File: src/rtl/pixel_write_buffer_pkg.sv
// Shared geometry, widths and the pixel entry layout for the pixel write buffer.
package pixel_write_buffer_pkg;

    localparam int unsigned SCREEN_W = 320;
    localparam int unsigned SCREEN_H = 240;
    localparam int unsigned COLOR_W  = 12;
    localparam int unsigned X_W      = 9;
    localparam int unsigned Y_W      = 8;
    localparam int unsigned ADDR_W   = 17;

    typedef struct packed {
        logic [ADDR_W-1:0]  addr;
        logic [COLOR_W-1:0] color;
    } pixel_entry_t;

    localparam int unsigned ENTRY_W = $bits(pixel_entry_t);

    // Row-major framebuffer address; the 320-wide case avoids a multiplier.
    function automatic logic [ADDR_W-1:0] pixel_addr(input logic [X_W-1:0] x,
                                                     input logic [Y_W-1:0] y,
                                                     input int unsigned    width);
        logic [ADDR_W-1:0] x_ext;
        logic [ADDR_W-1:0] y_ext;
        x_ext = ADDR_W'(x);
        y_ext = ADDR_W'(y);
        if (width == 320) begin
            return (y_ext << 8) + (y_ext << 6) + x_ext;
        end
        return ADDR_W'(32'(y) * width + 32'(x));
    endfunction

endpackage

File: src/rtl/sync_fifo.sv
// Single-clock FIFO with registered occupancy count and combinational head read.
module sync_fifo #(
    parameter int unsigned WIDTH = 8,
    parameter int unsigned DEPTH = 16,
    localparam int unsigned PTR_W = $clog2(DEPTH),
    localparam int unsigned CNT_W = PTR_W + 1
) (
    input  logic             clk,
    input  logic             resetn,
    input  logic             push,
    input  logic [WIDTH-1:0] wdata,
    input  logic             pop,
    output logic [WIDTH-1:0] rdata,
    output logic             empty,
    output logic [CNT_W-1:0] count
);

    logic [WIDTH-1:0] mem_q [DEPTH];
    logic [PTR_W-1:0] wptr_q;
    logic [PTR_W-1:0] rptr_q;
    logic [CNT_W-1:0] count_q;
    logic             do_push;
    logic             do_pop;

    assign do_push = push && (32'(count_q) < DEPTH);
    assign do_pop  = pop && (count_q != '0);

    always_ff @(posedge clk or negedge resetn) begin
        if (!resetn) begin
            wptr_q  <= '0;
            rptr_q  <= '0;
            count_q <= '0;
        end else begin
            if (do_push) begin
                wptr_q <= wptr_q + PTR_W'(1);
            end
            if (do_pop) begin
                rptr_q <= rptr_q + PTR_W'(1);
            end
            case ({do_push, do_pop})
                2'b10:   count_q <= count_q + CNT_W'(1);
                2'b01:   count_q <= count_q - CNT_W'(1);
                default: count_q <= count_q;
            endcase
        end
    end

    // Storage needs no reset: nothing is read until count says it was written.
    always_ff @(posedge clk) begin
        if (do_push) begin
            mem_q[wptr_q] <= wdata;
        end
    end

    assign rdata = mem_q[rptr_q];
    assign empty = (count_q == '0);
    assign count = count_q;

endmodule

File: src/rtl/pixel_write_buffer.sv
// Buffers pixel writes from the game view stage: address stage, range check, FIFO to the
// framebuffer port, plus sticky overflow and saturating drop counter.
module pixel_write_buffer
    import pixel_write_buffer_pkg::X_W, pixel_write_buffer_pkg::Y_W,
           pixel_write_buffer_pkg::COLOR_W, pixel_write_buffer_pkg::ADDR_W,
           pixel_write_buffer_pkg::ENTRY_W, pixel_write_buffer_pkg::pixel_entry_t,
           pixel_write_buffer_pkg::pixel_addr;
#(
    parameter int unsigned DEPTH    = 16,
    parameter int unsigned SCREEN_W = pixel_write_buffer_pkg::SCREEN_W,
    parameter int unsigned SCREEN_H = pixel_write_buffer_pkg::SCREEN_H
) (
    input  logic               clk,
    input  logic               resetn,
    input  logic [X_W-1:0]     X_in,
    input  logic [Y_W-1:0]     Y_in,
    input  logic [COLOR_W-1:0] Color_in,
    input  logic               writeEn_in,
    output logic               in_ready,
    output logic [ADDR_W-1:0]  mem_addr,
    output logic [COLOR_W-1:0] mem_data,
    output logic               mem_wren,
    input  logic               mem_ready,
    input  logic               clear_status,
    output logic               overflow,
    output logic [7:0]         drop_count,
    output logic               idle
);

    localparam int unsigned CNT_W = $clog2(DEPTH) + 1;

    logic         stage_valid_q;
    logic         stage_valid_d;
    pixel_entry_t stage_q;
    pixel_entry_t stage_d;
    logic         overflow_q;
    logic         overflow_d;
    logic [7:0]   drop_q;
    logic [7:0]   drop_d;

    logic             accept;
    logic             in_range;
    logic             drop;
    logic             fifo_pop;
    logic             fifo_empty;
    logic [CNT_W-1:0] fifo_count;
    pixel_entry_t     head;

    // Counts the staged pixel too, so a push from the stage always finds room.
    assign in_ready = (32'(fifo_count) + 32'(stage_valid_q)) < DEPTH;
    assign accept   = writeEn_in && in_ready;
    assign in_range = (32'(X_in) < SCREEN_W) && (32'(Y_in) < SCREEN_H);
    assign drop     = accept && !in_range;

    always_comb begin
        stage_valid_d = accept && in_range;
        stage_d       = stage_q;
        if (accept && in_range) begin
            stage_d.addr  = pixel_addr(X_in, Y_in, SCREEN_W);
            stage_d.color = Color_in;
        end

        overflow_d = overflow_q;
        if (writeEn_in && !in_ready) begin
            overflow_d = 1'b1;
        end else if (clear_status) begin
            overflow_d = 1'b0;
        end

        drop_d = drop_q;
        if (drop) begin
            if (clear_status) begin
                drop_d = 8'd1;
            end else if (drop_q != 8'hFF) begin
                drop_d = drop_q + 8'd1;
            end
        end else if (clear_status) begin
            drop_d = '0;
        end
    end

    always_ff @(posedge clk or negedge resetn) begin
        if (!resetn) begin
            stage_valid_q <= 1'b0;
            stage_q       <= '0;
            overflow_q    <= 1'b0;
            drop_q        <= '0;
        end else begin
            stage_valid_q <= stage_valid_d;
            stage_q       <= stage_d;
            overflow_q    <= overflow_d;
            drop_q        <= drop_d;
        end
    end

    sync_fifo #(
        .WIDTH (ENTRY_W),
        .DEPTH (DEPTH)
    ) u_fifo (
        .clk    (clk),
        .resetn (resetn),
        .push   (stage_valid_q),
        .wdata  (stage_q),
        .pop    (fifo_pop),
        .rdata  (head),
        .empty  (fifo_empty),
        .count  (fifo_count)
    );

    assign fifo_pop = !fifo_empty && mem_ready;

    // Head is masked while empty so the port reads zero out of reset and between bursts.
    assign mem_wren   = !fifo_empty;
    assign mem_addr   = fifo_empty ? '0 : head.addr;
    assign mem_data   = fifo_empty ? '0 : head.color;
    assign overflow   = overflow_q;
    assign drop_count = drop_q;
    assign idle       = fifo_empty && !stage_valid_q;

endmodule

File: config.mk
export PLATFORM = sky130hd
export DESIGN_NAME = pixel_write_buffer
export DESIGN_NICKNAME = d
export VERILOG_FILES = /design/src/rtl/pixel_write_buffer_pkg.sv /design/src/rtl/sync_fifo.sv /design/src/rtl/pixel_write_buffer.sv
export SDC_FILE = /design/constraint.sdc
export NUM_CORES = 1
export LEC_CHECK = 0
export CAP_MARGIN = 30
export CORE_AREA = 2 2 295 239
export CTS_BUF_LIST = sky130_fd_sc_hd__clkbuf_16
export DETAILED_ROUTE_END_ITERATION = 8
export DIE_AREA = 0 0 297 241
export HOLD_SLACK_MARGIN = 0.1
export MAX_ROUTING_LAYER = met4
export PLACE_DENSITY = 0.51
export SYNTH_ARGS = -nofsm -noshare
export SYNTH_HDL_FRONTEND = slang
export SYNTH_SLANG_ARGS = --single-unit
File: constraint.sdc
create_clock -name clk -period 2.73 [get_ports clk]
set_clock_uncertainty 0.15 [all_clocks]
set_input_delay 0.273 -clock clk [delete_from_list [all_inputs] [get_ports clk]]
set_output_delay 0.273 -clock clk [all_outputs]
set_load 0.05 [all_outputs]
# [Word-level counts from Yosys, hierarchy flattened]
# Memory sizes are Yosys's and may differ from the RTL's.
# Cells that the tools add are included.
[classes] multipliers=1 magnitude_cmp=4 addsub=9 muxes=13 n_eq_ne=3 n_reduce_logical=20
[ops] operator="$add 17x9->17" count=2
[ops] operator="$mux 17" count=2
[ops] operator="$mux 8" count=4
[ops] operator="$add 16x14->17" count=1
[ops] operator="$mux 12" count=1
[ops] operator="$mul 8x3->11 const B" count=1
[ops] operator="$pmux 5 s2" count=1
[ops] operator="$logic_and 1x1->1" count=9
[ops] operator="$lt 9x9->1 const B" count=1
[ops] operator="$add 4x1->4 const B" count=2
[ops] operator="$add 8x1->8 const B" count=1
[ops] operator="$lt 8x8->1 const B" count=1
[ops] operator="$ne 8x8->1 const B" count=1
[ops] operator="$reduce_bool 2->1" count=4
[ops] operator="$add 5x1->6" count=1
[ops] operator="$lt 6x5->1 const B" count=1
[ops] operator="$add 5x1->5 const B" count=1
[ops] operator="$logic_not 5->1" count=1
[ops] operator="$lt 5x5->1 const B" count=1
[ops] operator="$mux 1" count=5
[ops] operator="$reduce_bool 5->1" count=1
[ops] operator="$sub 5x1->5 const B" count=1
[ops] operator="$logic_not 1->1" count=4
[ops] operator="$eq 2x1->1 const B" count=1
[ops] operator="2 further kinds" count=2
[totals] mem_bits_rw=464 input_bits=34 wordCells=59 mem_count=1 out_inout_bits=41 register_bits=52
[mem_list] name="u_fifo.mem_q" depth=16 width=29 read_ports=1 rd_clocked_by_memory_dff=0 write_ports=1 line="sync_fifo.sv:18" rtl="logic [WIDTH-1:0] mem_q [DEPTH];"

# [Logic depth before layout (Yosys ltp)]
# Gate-level depths: netlist of run 1.
[depth] ltp_word=6 mapped_depth=13 mapped_depth_nobuf=11

# [By module]
# Synthesis of run 1 repeated with hierarchy kept, for this count alone.
[unflattened] hier_cells=1174 hier_area_um2=20842.5
[modules_own_cells] mod="sync_fifo" instances=1 area_per_inst_um2=18566.6 cells_each=922 seq_area_each_um2=14258.7
[modules_own_cells] mod="pixel_write_buffer" instances=1 area_per_inst_um2=2275.9 cells_each=252 seq_area_each_um2=975.9

# [Worst setup path after synthesis of run 1]
# Ideal clock, no wire load.
[synth_path] kind="register to register" start="reg u_fifo.count_q[1], in the netlist u_fifo.count[1]" end="reg u_fifo.count_q[4], in the netlist u_fifo.count[4]" setup_slack_ns=-0.154 n_path_buf=2 path_stages_with_launch=14 arrival_ns=2.606 setup_ns=0.127 t_required_ns=2.453 synth_period_minus_slack_ns=2.884 path_cell_list="dfrtp_1 -> buf_2 -> nor2_1 -> nand2_1 -> and2_1 -> clkbuf_1 -> ha_1 -> xor2_1 -> ha_1 -> inv_1 -> o21ai_0 -> a211oi_1 -> o21bai_1 -> xnor2_1"
[synth_via] elab_chain_len=6 word_cells_on_any_way=13 classes_between="2 x add/sub; 1 x order compare; 2 x eq/ne; 1 x mux; 7 x reduce/logical"
[synth_lines] item="start: declaration" line="sync_fifo.sv:21" rtl="logic [CNT_W-1:0] count_q;"
[synth_lines] item="start signal: assignment" line="sync_fifo.sv:41" rtl="2'b10: count_q <= count_q + CNT_W'(1);"
[synth_lines] item="start signal: assignment" line="sync_fifo.sv:42" rtl="2'b01: count_q <= count_q - CNT_W'(1);"
[synth_lines] item="start signal: assignment" line="sync_fifo.sv:43" rtl="default: count_q <= count_q;"
[synth_lines] item="$logic_not 5->1 *" line="sync_fifo.sv:56" rtl="assign empty = (count_q == '0);"
[synth_lines] item="$logic_not 1->1 *"
[synth_lines] item="net mem_wren" line="pixel_write_buffer.sv:22" rtl="output logic mem_wren,"
[synth_lines] item="$logic_and 1x1->1 *" line="pixel_write_buffer.sv:110" rtl="assign fifo_pop = !fifo_empty && mem_ready;"
[synth_lines] item="$logic_and 1x1->1 *" line="sync_fifo.sv:26" rtl="assign do_pop = pop && (count_q != '0);"
[synth_lines] item="net u_fifo.do_pop" line="sync_fifo.sv:23" rtl="logic do_pop;"
[synth_lines] item="$eq 2x1->1 or $eq 2x2->1 (tied branches)" line="sync_fifo.sv:40" rtl="case ({do_push, do_pop})"
[synth_lines] item="$pmux 5 s2 or $reduce_bool 2->1 (tied branches)"
# Mark *: on every way through the listed nets, which the timed path passes. The rest lies on a longest branch.
# A chain may end at the register's enable or synchronous reset.

# [Worst setup path after layout of run 1]
[layout_path] start="reg u_fifo.rptr_q[0]" end="out mem_addr[10]"
[layout_via] elab_chain_len=2
[layout_lines] item="start: declaration" line="sync_fifo.sv:20" rtl="logic [PTR_W-1:0] rptr_q;"
[layout_lines] item="start signal: assignment" line="sync_fifo.sv:38" rtl="rptr_q <= rptr_q + PTR_W'(1);"
[layout_lines] item="$mem_v2 16x29"
[layout_lines] item="$mux 17" line="pixel_write_buffer.sv:114" rtl="assign mem_addr = fifo_empty ? '0 : head.addr;"
[layout_lines] item="end: declaration" line="pixel_write_buffer.sv:20" rtl="output logic [ADDR_W-1:0] mem_addr,"
# No other way between the ends.

==> out/metrics.cfg, run 1 <==
[critical_path]
cp_max_fo = 7
path_common_cell = buf_4
cp_top_family = buffers and inverters
crit_chain = buf_4 -> bufbuf_16 -> mux4_2 -> mux2i_1 -> o22ai_1 -> buf_4 -> buf_6
crit_path_max_incr_delay_ns = 0.52
crit_type = reg -> out
slowest_stage = mux4_2
cp_data_arrival_time_ns = 2.57
worstSetupStartpointType = flip-flop
crit_required_ns = 2.31
end_kind = output port
critPathBufInv = 4

[logic_synthesis]
syn_area_um2 = 20400
yosysSeqAreaShare_pct = 74.6
synth_edf_count = 464
synth_seq_cells = 516
synthTopCellsByCount = 464 x edfxtp_1, 116 x mux4_2, 82 x nand2_1
synth_top_family_by_area = multiplexers
synth_top_area_share_pct = 68.3
synth_fa_ha_area_share_pct = 1.73
syn_avg_cell_area_um2 = 20.0
synthesis.nets = 1081
synth_top_area_cell = edfxtp_1
synth.mux.area_fraction_pct = 15.9
ys.flop_type = edfxtp_1
syn_inst = 1020
synth.most_common_cell = edfxtp_1
synth_simple_gate_area_share_pct = 3.08
async_flop_share_pct = 10.1
synth_cell_type_count = 45
synth_area_leaders = edfxtp_1 68%, mux4_2 13%, dfrtp_1 6.4%
synth_xor_area_share_pct = 0.944
yosysWarnings = 0
synth-compound-area-share_pct = 2.39

[layout]
nNetsFinal = 1270
diodes = 0
layout-drive-gt1-share_pct = 28.5
syn2layout_area_growth_pct = 23.5
fin_util_pct = 36.8

[place]
dp_slack_ns = -0.290
io_buffers = 74
post-dp-hpwl_um = 27400
place.gp.congestion = 0.732

[drt]
drc = 0
firstDrtPassIters = 4
via_per_inst = 4.68
drtAntennaViolNets = 0
wirelength_um = 48500
avgRoutedWirePerCell_um = 22.3
num_vias = 10182
drt_iter0_markers = 759

[clock_tree]
cts_tree = yes
clock_sinks = 516
cts-root-buf = clkbuf_16
htreeDepth = 2
clk_latency_ns = 0.59
numCtsBuffers = 53
cts_buffer_depth = 3
clk_pin_slew_ns = 0.06

[global_route]
grt_max_degree = 45
grt_usage_pct = 14.0
grt_pass1_wl_um = 71500
grt-ovfl-total = 0
grt_pass1_vias = 10641
grt_antenna_before_repair = 0

[sta]
min_period_over_period_pct = 110
rsz0062_at_grt = true
relSlewSlack_pct = 60.2
finalWorstSetupSlack_ns = -0.263
hold_ws_ns = 0.112
hold_viol = 0
max_freq_ghz = 0.334
slew_viol_final = 0
setup_viol = 29
tightest_slew_ns = 0.597
period_needed_ns = 2.99

[floorplan]
num_rows = 86
die_w_um = 297
design.core.area_um2 = 68400
io_pins = 75
dieArea_um2 = 71600
chipHeight_um = 241
start_util_pct = 29.8

[run]
cap_violations = 0

[power_and_ir_drop]
vdd_drop_max_v = 0.000594
total_power_uw = 27700
power.leakage_uw = 0.00871
power.density_nw_per_um2 = 1100

[outcome]
violations = negative setup slack
status = finished with violations

[worst_hold_path]
min_path_type = in -> reg

==> cells in the final DEF (no fill, tap or decap), drive strengths merged, types with 18 or more instances in the layout <==
| cell type | n |
|---|---|
| o21ai | 18 |
| edfxtp | 464 |
| inv | 41 |
| o22ai | 30 |
| ha | 25 |
| buf | 122 |
| dfrtp | 52 |
| mux4 | 116 |
| clkdlybuf4s50 | 42 |
| clkbuf | 54 |
| nand2 | 82 |
| mux2i | 59 |
==> what timing repair did <==
action | in CTS | in global routing
resized for setup | 39 | 19
cloned | 4 | 1
setup buffers | 9 | 2
endpoints found under the setup margin | 31 | 29
endpoints found under the hold margin | 42 | 4
pin swaps | 4 | 5
hold buffers | 14 | 1
==> worst reg2reg max path, stage by stage (launching register included) <==
cell      delay, ns
dfrtp_1        0.44
nor3_1         0.24
nand2_2        0.08
and2_1         0.20
ha_2           0.25
xor2_1         0.16
ha_1           0.22
inv_1          0.06
o21ai_0        0.06
a211oi_1       0.24
o21bai_1       0.13
xnor2_1        0.13
==> flip-flops by register name, summed over array words and instances, names as in the netlist <==
| name | cells |
|---|---|
| u_fifo.count | 5 |
| u_fifo.wptr_q | 4 |
| u_fifo.mem_q | 464 |
| drop_count | 8 |
| u_fifo.rptr_q | 4 |
| stage_q | 29 |
| stage_valid_q | 1 |
| overflow | 1 |
==> report_power, final <==
part	total [uW]	internal, uW	switching, uW
logic	9870	4570	5300
registers	11200	10100	1170
clock network	6590	3690	2900
==> stage by stage <==
| step | cells | setup TNS [ns] | area, um2 |
|---|---|---|---|
| 2_1_floorplan | 1020 | 0 | 20400 |
| 3_3_place_gp | 2046 | -1.22 | 23000 |
| 3_5_place_dp | 2046 | -1.29 | 23000 |
| 4_1_cts | 2170 | -6.86 | 25000 |
| 5_1_grt | 2175 | -8.03 | 25200 |
| 6_report | 2175 | -5.50 | 25200 |
==> cell type report <==
cell class                      count  area [um2]
Clock buffer                       53        1330
Clock inverter                     44         240
Fill cell                        6383       43200
Inverter                           16        60.1
Multi-Input combinational cell    439        5060
Sequential cell                   516       15200
Tap cell                          924        1160
Timing Repair Buffer              183        2110
==> per-layer routing <==
metal	global-route usage [%]	routed length, um	share of wire, %
met5	-	0	0
met4	3.92	992	2.0
met3	2.13	2120	4.4
met2	20.9	22000	45
met1	20.0	23400	48
==> kinds of logic after synthesis <==
family | after synthesis
flip-flops | 516
multiplexers | 178
AND/OR/NAND/NOR | 136
AO/OA/AOI/OAI | 76
buffers and inverters | 65
adder cells (fa/ha/maj) | 27
XOR/XNOR | 22
==> worst paths after layout <==
check / start / end / slack (ns) / depth (start not counted)
worst min-delay path: Color_in[4] / stage_q[4] / 0.11 / 3
max in group asynchronous: resetn / drop_count[1] / 1.30 / 5
worst max-delay path: u_fifo.rptr_q[0] / mem_addr[10] / -0.26 / 7
worst min register to register: u_fifo.wptr_q[3] / u_fifo.wptr_q[3] / 0.39 / 1
min in group asynchronous: resetn / stage_q[1] / 0.45 / 3
worst max register to register: u_fifo.count[0] / u_fifo.count[4] / 0.25 / 11
No activity file was read; power rests on OpenSTA's default activity.
==> run 2: changes to the inputs <==
--- a/config.mk
+++ b/config.mk
@@ -8,6 +8,7 @@
 export CAP_MARGIN = 30
 export CORE_AREA = 2 2 295 239
 export CTS_BUF_LIST = sky130_fd_sc_hd__clkbuf_16
+export CTS_CLUSTER_SIZE = 25
 export DETAILED_ROUTE_END_ITERATION = 8
 export DIE_AREA = 0 0 297 241
 export HOLD_SLACK_MARGIN = 0.1
==> run 2 against run 1 <==
Global-route usage is essentially flat. Non-clock buffer count is 1 lower. Final cell count is essentially flat. Combinational power is 0.6% lower. Design area about the same. Power decreased by 0.22%. Sequential share of layout area is essentially flat. The flow still finishes with violations (negative setup slack). Via count about the same. Register-to-register slack is essentially flat.
==> out/metrics.cfg, run 2 (synthesized netlist as in run 1, its figures left out) <==
[outcome]
status = finished with violations  ; unchanged
violations = negative setup slack  ; unchanged

[drt]
drt_iter0_markers = 811  ; was 759
wirelength_um = 48700  ; was 48500 um
avgRoutedWirePerCell_um = 22.4  ; was 22.3 um
drtAntennaViolNets = 0  ; unchanged
drc = 0  ; unchanged
via_per_inst = 4.68  ; about the same
num_vias = 10183  ; was 10182
firstDrtPassIters = 5  ; was 4

[sta]
max_freq_ghz = 0.333  ; was 0.334 GHz
relSlewSlack_pct = 60.4  ; was 60.2%
setup_viol = 29  ; unchanged
rsz0062_at_grt = true  ; unchanged
hold_ws_ns = 0.123  ; was 0.112 ns
hold_viol = 0  ; unchanged
min_period_over_period_pct = 110  ; about the same
period_needed_ns = 3.00  ; was 2.99 ns
tightest_slew_ns = 0.594  ; was 0.597 ns
slew_viol_final = 0  ; unchanged
finalWorstSetupSlack_ns = -0.270  ; was -0.263 ns

[place]
io_buffers = 74  ; unchanged
dp_slack_ns = -0.290  ; unchanged
place.gp.congestion = 0.732  ; unchanged
post-dp-hpwl_um = 27400  ; unchanged

[clock_tree]
htreeDepth = 2  ; unchanged
clock_sinks = 516  ; unchanged
cts-root-buf = clkbuf_16  ; unchanged
cts_tree = yes  ; unchanged
cts_buffer_depth = 3  ; unchanged
clk_pin_slew_ns = 0.06  ; about the same
numCtsBuffers = 53  ; unchanged
clk_latency_ns = 0.60  ; was 0.59 ns

[floorplan]
chipHeight_um = 241  ; unchanged
num_rows = 86  ; unchanged
io_pins = 75  ; unchanged
start_util_pct = 29.8  ; unchanged
die_w_um = 297  ; unchanged
dieArea_um2 = 71600  ; unchanged
design.core.area_um2 = 68400  ; unchanged

[critical_path]
cp_data_arrival_time_ns = 2.58  ; was 2.57 ns
crit_path_max_incr_delay_ns = 0.51  ; was 0.52 ns
cp_max_fo = 6  ; was 7
worstSetupStartpointType = flip-flop  ; unchanged
path_common_cell = buf_12  ; was buf_4
rrSetupSlack_ns = 0.26  ; was 0.25 ns
crit_chain = buf_12 -> buf_12 -> buf_16 -> buf_12 -> mux4_2 -> mux2i_1 -> o22ai_1 -> buf_4  ; was buf_4 -> bufbuf_16 -> mux4_2 -> mux2i_1 -> o22ai_1 -> buf_4 -> buf_6
crit_type = reg -> out  ; unchanged
critPathBufInv = 5  ; was 4
crit_required_ns = 2.31  ; about the same
cp_top_family = buffers and inverters  ; unchanged
end_kind = output port  ; unchanged
slowest_stage = dfrtp_4  ; was mux4_2

[global_route]
grt_antenna_before_repair = 0  ; unchanged
grt_pass1_vias = 10609  ; was 10641
grt_pass1_wl_um = 71500  ; about the same
grt_max_degree = 45  ; unchanged
grt-ovfl-total = 0  ; unchanged
grt_usage_pct = 14.0  ; about the same

[layout]
top_register = u_fifo.mem_q  ; unchanged
largest_reg_flops = 464  ; unchanged
layout-drive-gt1-share_pct = 28.3  ; was 28.5%
nNetsFinal = 1269  ; was 1270
mostFrequentLayoutCell = edfxtp_1  ; unchanged
diodes = 0  ; unchanged
final_cell_mix = 464 x edfxtp_1, 116 x mux4_2, 80 x nand2_1, 67 x buf_4, 56 x clkbuf_16  ; was 464 x edfxtp_1, 116 x mux4_2, 80 x nand2_1, 66 x buf_4, 54 x clkbuf_16
syn2layout_area_growth_pct = 23.4  ; was 23.5%

[power_and_ir_drop]
internal-power_uw = 18300  ; about the same
power.leakage_uw = 0.00868  ; was 0.00871 uW
p_sw_uw = 9350  ; was 9370 uW
p_comb_share_pct = 35.5  ; was 35.6%
clkPwrFrac_pct = 23.9  ; was 23.8%
power.density_nw_per_um2 = 1100  ; about the same
p_seq_share_pct = 40.7  ; was 40.6%
vdd_drop_max_v = 0.000593  ; was 0.000594 V
switching_share_pct = 33.8  ; about the same

[worst_hold_path]
min_path_type = in -> reg  ; unchanged

[run]
cap_violations = 0  ; unchanged

run 2: stage by stage:
step	std cells	setup TNS (ns)	power [uW]	area, um2	utilization (%)
finish	2174	-5.66	27700	25200	36.8
global route	2174	-8.05	29000	25200	36.8
CTS	2169	-7.24	27700	25000	36.5
detailed placement	2046	-1.29	20400	23000	33.5
global placement	2046	-1.22	20300	23000	33.5
floorplan	1020	0	16800	20400	-
run 2: layout make-up:
class | count | area [um2]
fillers | 6380 | 43200
well taps | 924 | 1160
clock inverters | 44 | 238
inverters | 16 | 60.1
flip-flops and latches | 516 | 15200
repair buffers | 182 | 2140
multi-input cells | 439 | 5030
clock buffers | 53 | 1330
run 2: path summary, 6_finish.rpt:
check | from | endpoint | cells after the start
worst max-delay path | u_fifo.rptr_q[0] | mem_addr[6] | 8
worst min-delay path | Color_in[4] | stage_q[4] | 3
worst max register to register | u_fifo.count[4] | u_fifo.count[4] | 11
worst min register to register | overflow | overflow | 2
max in group asynchronous | resetn | drop_count[4] | 5
min in group asynchronous | resetn | stage_q[1] | 3
run 2: layer usage:
metal | routed length (um) | part of all wire, % | vias to the layer above | track usage, %
met5 | 0 | 0 | - | -
met4 | 943 | 1.9 | 0 | 3.61
met3 | 2030 | 4.2 | 64 | 2.21
met2 | 22100 | 45 | 208 | 20.9
met1 | 23700 | 49 | 5401 | 20.1
li1 | - | - | 4510 | -
run 2: power groups by stage:
| stage | logic (uW) | registers (uW) | clock network [uW] |
|---|---|---|---|
| 5_1_grt | 10500 | 11400 | 7090 |
| 6_report | 9810 | 11200 | 6600 |
| 4_1_cts | 9680 | 11200 | 6790 |
| 2_1_floorplan | 5970 | 10900 | 0 |
| 3_3_place_gp | 8900 | 11400 | 0 |
| 3_5_place_dp | 8920 | 11400 | 0 |
run 2: what timing repair did:
action	in CTS	in global routing
endpoints found under the setup margin	31	29
pin swaps	1	5
endpoints found under the hold margin	42	4
gates resized for setup	28	24
hold buffers	14	1
cloned	4	3
setup buffers	8	2
run 2: worst min-delay path, delay by kind of cell:
kind          cells  cell delay [ns]
buf+inv           1             0.41
simple gates      2             0.14
==> run 3: changes to the inputs <==
--- a/config.mk
+++ b/config.mk
@@ -11,9 +11,10 @@
 export CTS_CLUSTER_SIZE = 25
 export DETAILED_ROUTE_END_ITERATION = 8
 export DIE_AREA = 0 0 297 241
+export DONT_BUFFER_PORTS = 1
 export HOLD_SLACK_MARGIN = 0.1
 export MAX_ROUTING_LAYER = met4
-export PLACE_DENSITY = 0.51
+export PLACE_DENSITY = 0.49
 export SYNTH_ARGS = -nofsm -noshare
 export SYNTH_HDL_FRONTEND = slang
 export SYNTH_SLANG_ARGS = --single-unit
==> run 3 against run 2 <==
The flow still finishes with violations (negative setup slack). Highest routed layer unchanged. Power is 2.9% higher. Final cell count unchanged. Worst setup slack better by 0.054 ns. Sequential share of layout area decreased by 0.60 points. Die area did not move. Largest cell class unchanged. Via count is 0.65% higher.
==> out/metrics.cfg, run 3 (synthesized netlist as in run 1, its figures left out) <==
[sta]
rsz0062_at_grt = true  ; unchanged
setup_viol = 29  ; unchanged
slew_viol_final = 0  ; unchanged
max_freq_ghz = 0.340  ; was 0.333 GHz
min_period_over_period_pct = 108  ; was 110%
tightest_slew_ns = 0.676  ; was 0.594 ns
hold_viol = 0  ; unchanged
relSlewSlack_pct = 55.0  ; was 60.4%
finalWorstSetupSlack_ns = -0.215  ; was -0.270 ns
period_needed_ns = 2.95  ; was 3.00 ns
tns_ns = -4.25  ; was -5.66 ns

[critical_path]
slowest_stage = dfrtp_4  ; unchanged
worstRegToRegCells = 11  ; unchanged
critPathBufInv = 4  ; was 5
worstSetupEndpoint = mem_data[2]  ; was mem_addr[6]
path_common_cell = buf_6  ; was buf_12
crit_chain = buf_4 -> buf_12 -> buf_6 -> mux4_2 -> mux2i_1 -> o22ai_2 -> buf_6  ; was buf_12 -> buf_12 -> buf_16 -> buf_12 -> mux4_2 -> mux2i_1 -> o22ai_1 -> buf_4
rr_startpoint = u_fifo.count[1]  ; was u_fifo.count[4]
crit_path_max_incr_delay_ns = 0.53  ; was 0.51 ns
r2r_end = u_fifo.count[4]  ; unchanged
end_kind = output port  ; unchanged
rrSetupSlack_ns = 0.19  ; was 0.26 ns
cp_data_arrival_time_ns = 2.52  ; was 2.58 ns
crit_type = reg -> out  ; unchanged
crit_required_ns = 2.31  ; about the same
critPathLaunch = u_fifo.rptr_q[0]  ; unchanged
cp_top_family = buffers and inverters  ; unchanged
crit_cells = 7  ; was 8
cp_max_fo = 5  ; was 6
worstSetupStartpointType = flip-flop  ; unchanged

[power_and_ir_drop]
p_sw_uw = 9690  ; was 9350 uW
p_seq_share_pct = 39.6  ; was 40.7%
switching_share_pct = 34.0  ; was 33.8%
clkPwrFrac_pct = 23.8  ; was 23.9%
internal-power_uw = 18800  ; was 18300 uW
total_power_uw = 28500  ; was 27700 uW
p_comb_share_pct = 36.6  ; was 35.5%
power.density_nw_per_um2 = 1120  ; was 1100 nW/um2
power.leakage_uw = 0.00879  ; was 0.00868 uW
vdd_drop_max_v = 0.000939  ; was 0.000593 V

[drt]
drc = 0  ; unchanged
num_vias = 10249  ; was 10183
drt_iter0_markers = 892  ; was 811
wirelength_um = 50000  ; was 48700 um
firstDrtPassIters = 5  ; unchanged
via_per_inst = 4.71  ; was 4.68
avgRoutedWirePerCell_um = 23.0  ; was 22.4 um
drtAntennaViolNets = 0  ; unchanged

[clock_tree]
clk_pin_slew_ns = 0.06  ; about the same
cts-root-buf = clkbuf_16  ; unchanged
cts_tree = yes  ; unchanged
htreeDepth = 2  ; unchanged
numCtsBuffers = 54  ; was 53
cts_buffer_depth = 3  ; unchanged
clock_sinks = 516  ; unchanged
clk_latency_ns = 0.60  ; about the same

[floorplan]
num_rows = 86  ; unchanged
chipHeight_um = 241  ; unchanged
die_w_um = 297  ; unchanged
design.core.area_um2 = 68400  ; unchanged
start_util_pct = 29.8  ; unchanged
io_pins = 75  ; unchanged
dieArea_um2 = 71600  ; unchanged

[global_route]
grt_usage_pct = 14.3  ; was 14.0%
grt_pass1_wl_um = 72700  ; was 71500 um
grt_pass1_vias = 10597  ; was 10609
grt_antenna_before_repair = 0  ; unchanged
grt_max_degree = 48  ; was 45
grt-ovfl-total = 0  ; unchanged

[run]
cap_violations = 0  ; unchanged

[layout]
nNetsFinal = 1264  ; was 1269
mostFrequentLayoutCell = edfxtp_1  ; unchanged
syn2layout_area_growth_pct = 24.6  ; was 23.4%
layout-drive-gt1-share_pct = 31.9  ; was 28.3%
top_register = u_fifo.mem_q  ; unchanged
final_cell_mix = 464 x edfxtp_1, 116 x mux4_2, 80 x nand2_1, 67 x buf_4, 56 x clkbuf_16  ; unchanged
largest_reg_flops = 464  ; unchanged

[place]
post-dp-hpwl_um = 28800  ; was 27400 um
dp_slack_ns = 0.128  ; was -0.290 ns
io_buffers = 0  ; was 74
place.gp.congestion = 0.713  ; was 0.732

[worst_hold_path]
min_path_type = in -> reg  ; unchanged
min_from = Y_in[7]  ; was Color_in[4]

[outcome]
status = finished with violations  ; unchanged
violations = negative setup slack  ; unchanged

-- run 3: cell type report --
class,instances,area [um2]
multi-input combinational,439,5180
antenna,1,2.50
clock inverter,48,297
timing repair buffer,176,2150
sequential,516,15200
fill,6354,43000
tap,924,1160
clock buffer,54,1350
inverter,16,60.1
-- run 3: how the worst min path moves through the flow --
stage / to / cells after the start
floorplan: drop_count[0] / 0
global placement: stage_q[4] / 0
detailed placement: stage_q[4] / 0
CTS: stage_q[6] / 3
global route: stage_q[1] / 3
finish: stage_valid_q / 3
-- run 3: routing by layer --
| layer | up-vias | wire, um | GRT usage [%] |
|---|---|---|---|
| met3 | 57 | 2200 | 2.07 |
| met4 | 0 | 748 | 3.60 |
| met2 | 218 | 22600 | 21.4 |
| li1 | 4505 | - | - |
| met1 | 5469 | 24400 | 20.7 |
| met5 | - | 0 | - |
-- run 3: power groups by stage --
stage                     sequential, uW  combinational, uW  clock [uW]
after floorplan                    10900               5970           0
after global placement             11400               8760           0
after detailed placement           11500               8770           0
after CTS                          11300              10400        6970
after global routing               11400              11000        7300
final                              11300              10400        6780
-- run 3: timing repair --
item	CTS	global route
setup endpoints to repair	29	31
hold buffers	41	0
hold endpoints to repair	93	0
pin swaps	13	12
cloned	6	2
setup buffers	14	5
resized for setup	78	22
-- run 3: tightest hold or removal path: cells and delay by family --
kind,cells,cell delay [ns]
buffers and inverters,1,0.12
and+or+nand+nor,2,0.35
-- run 3: stage by stage --
step	hold slack, ns	util [%]	cell area, um2	cells
floorplan	-0.173	-	20400	1020
global placement	-0.170	33.0	22600	2006
detailed placement	-0.170	33.0	22600	2006
CTS	0.113	37.0	25300	2169
global route	0.151	37.2	25400	2173
finish	0.0787	37.2	25400	2174
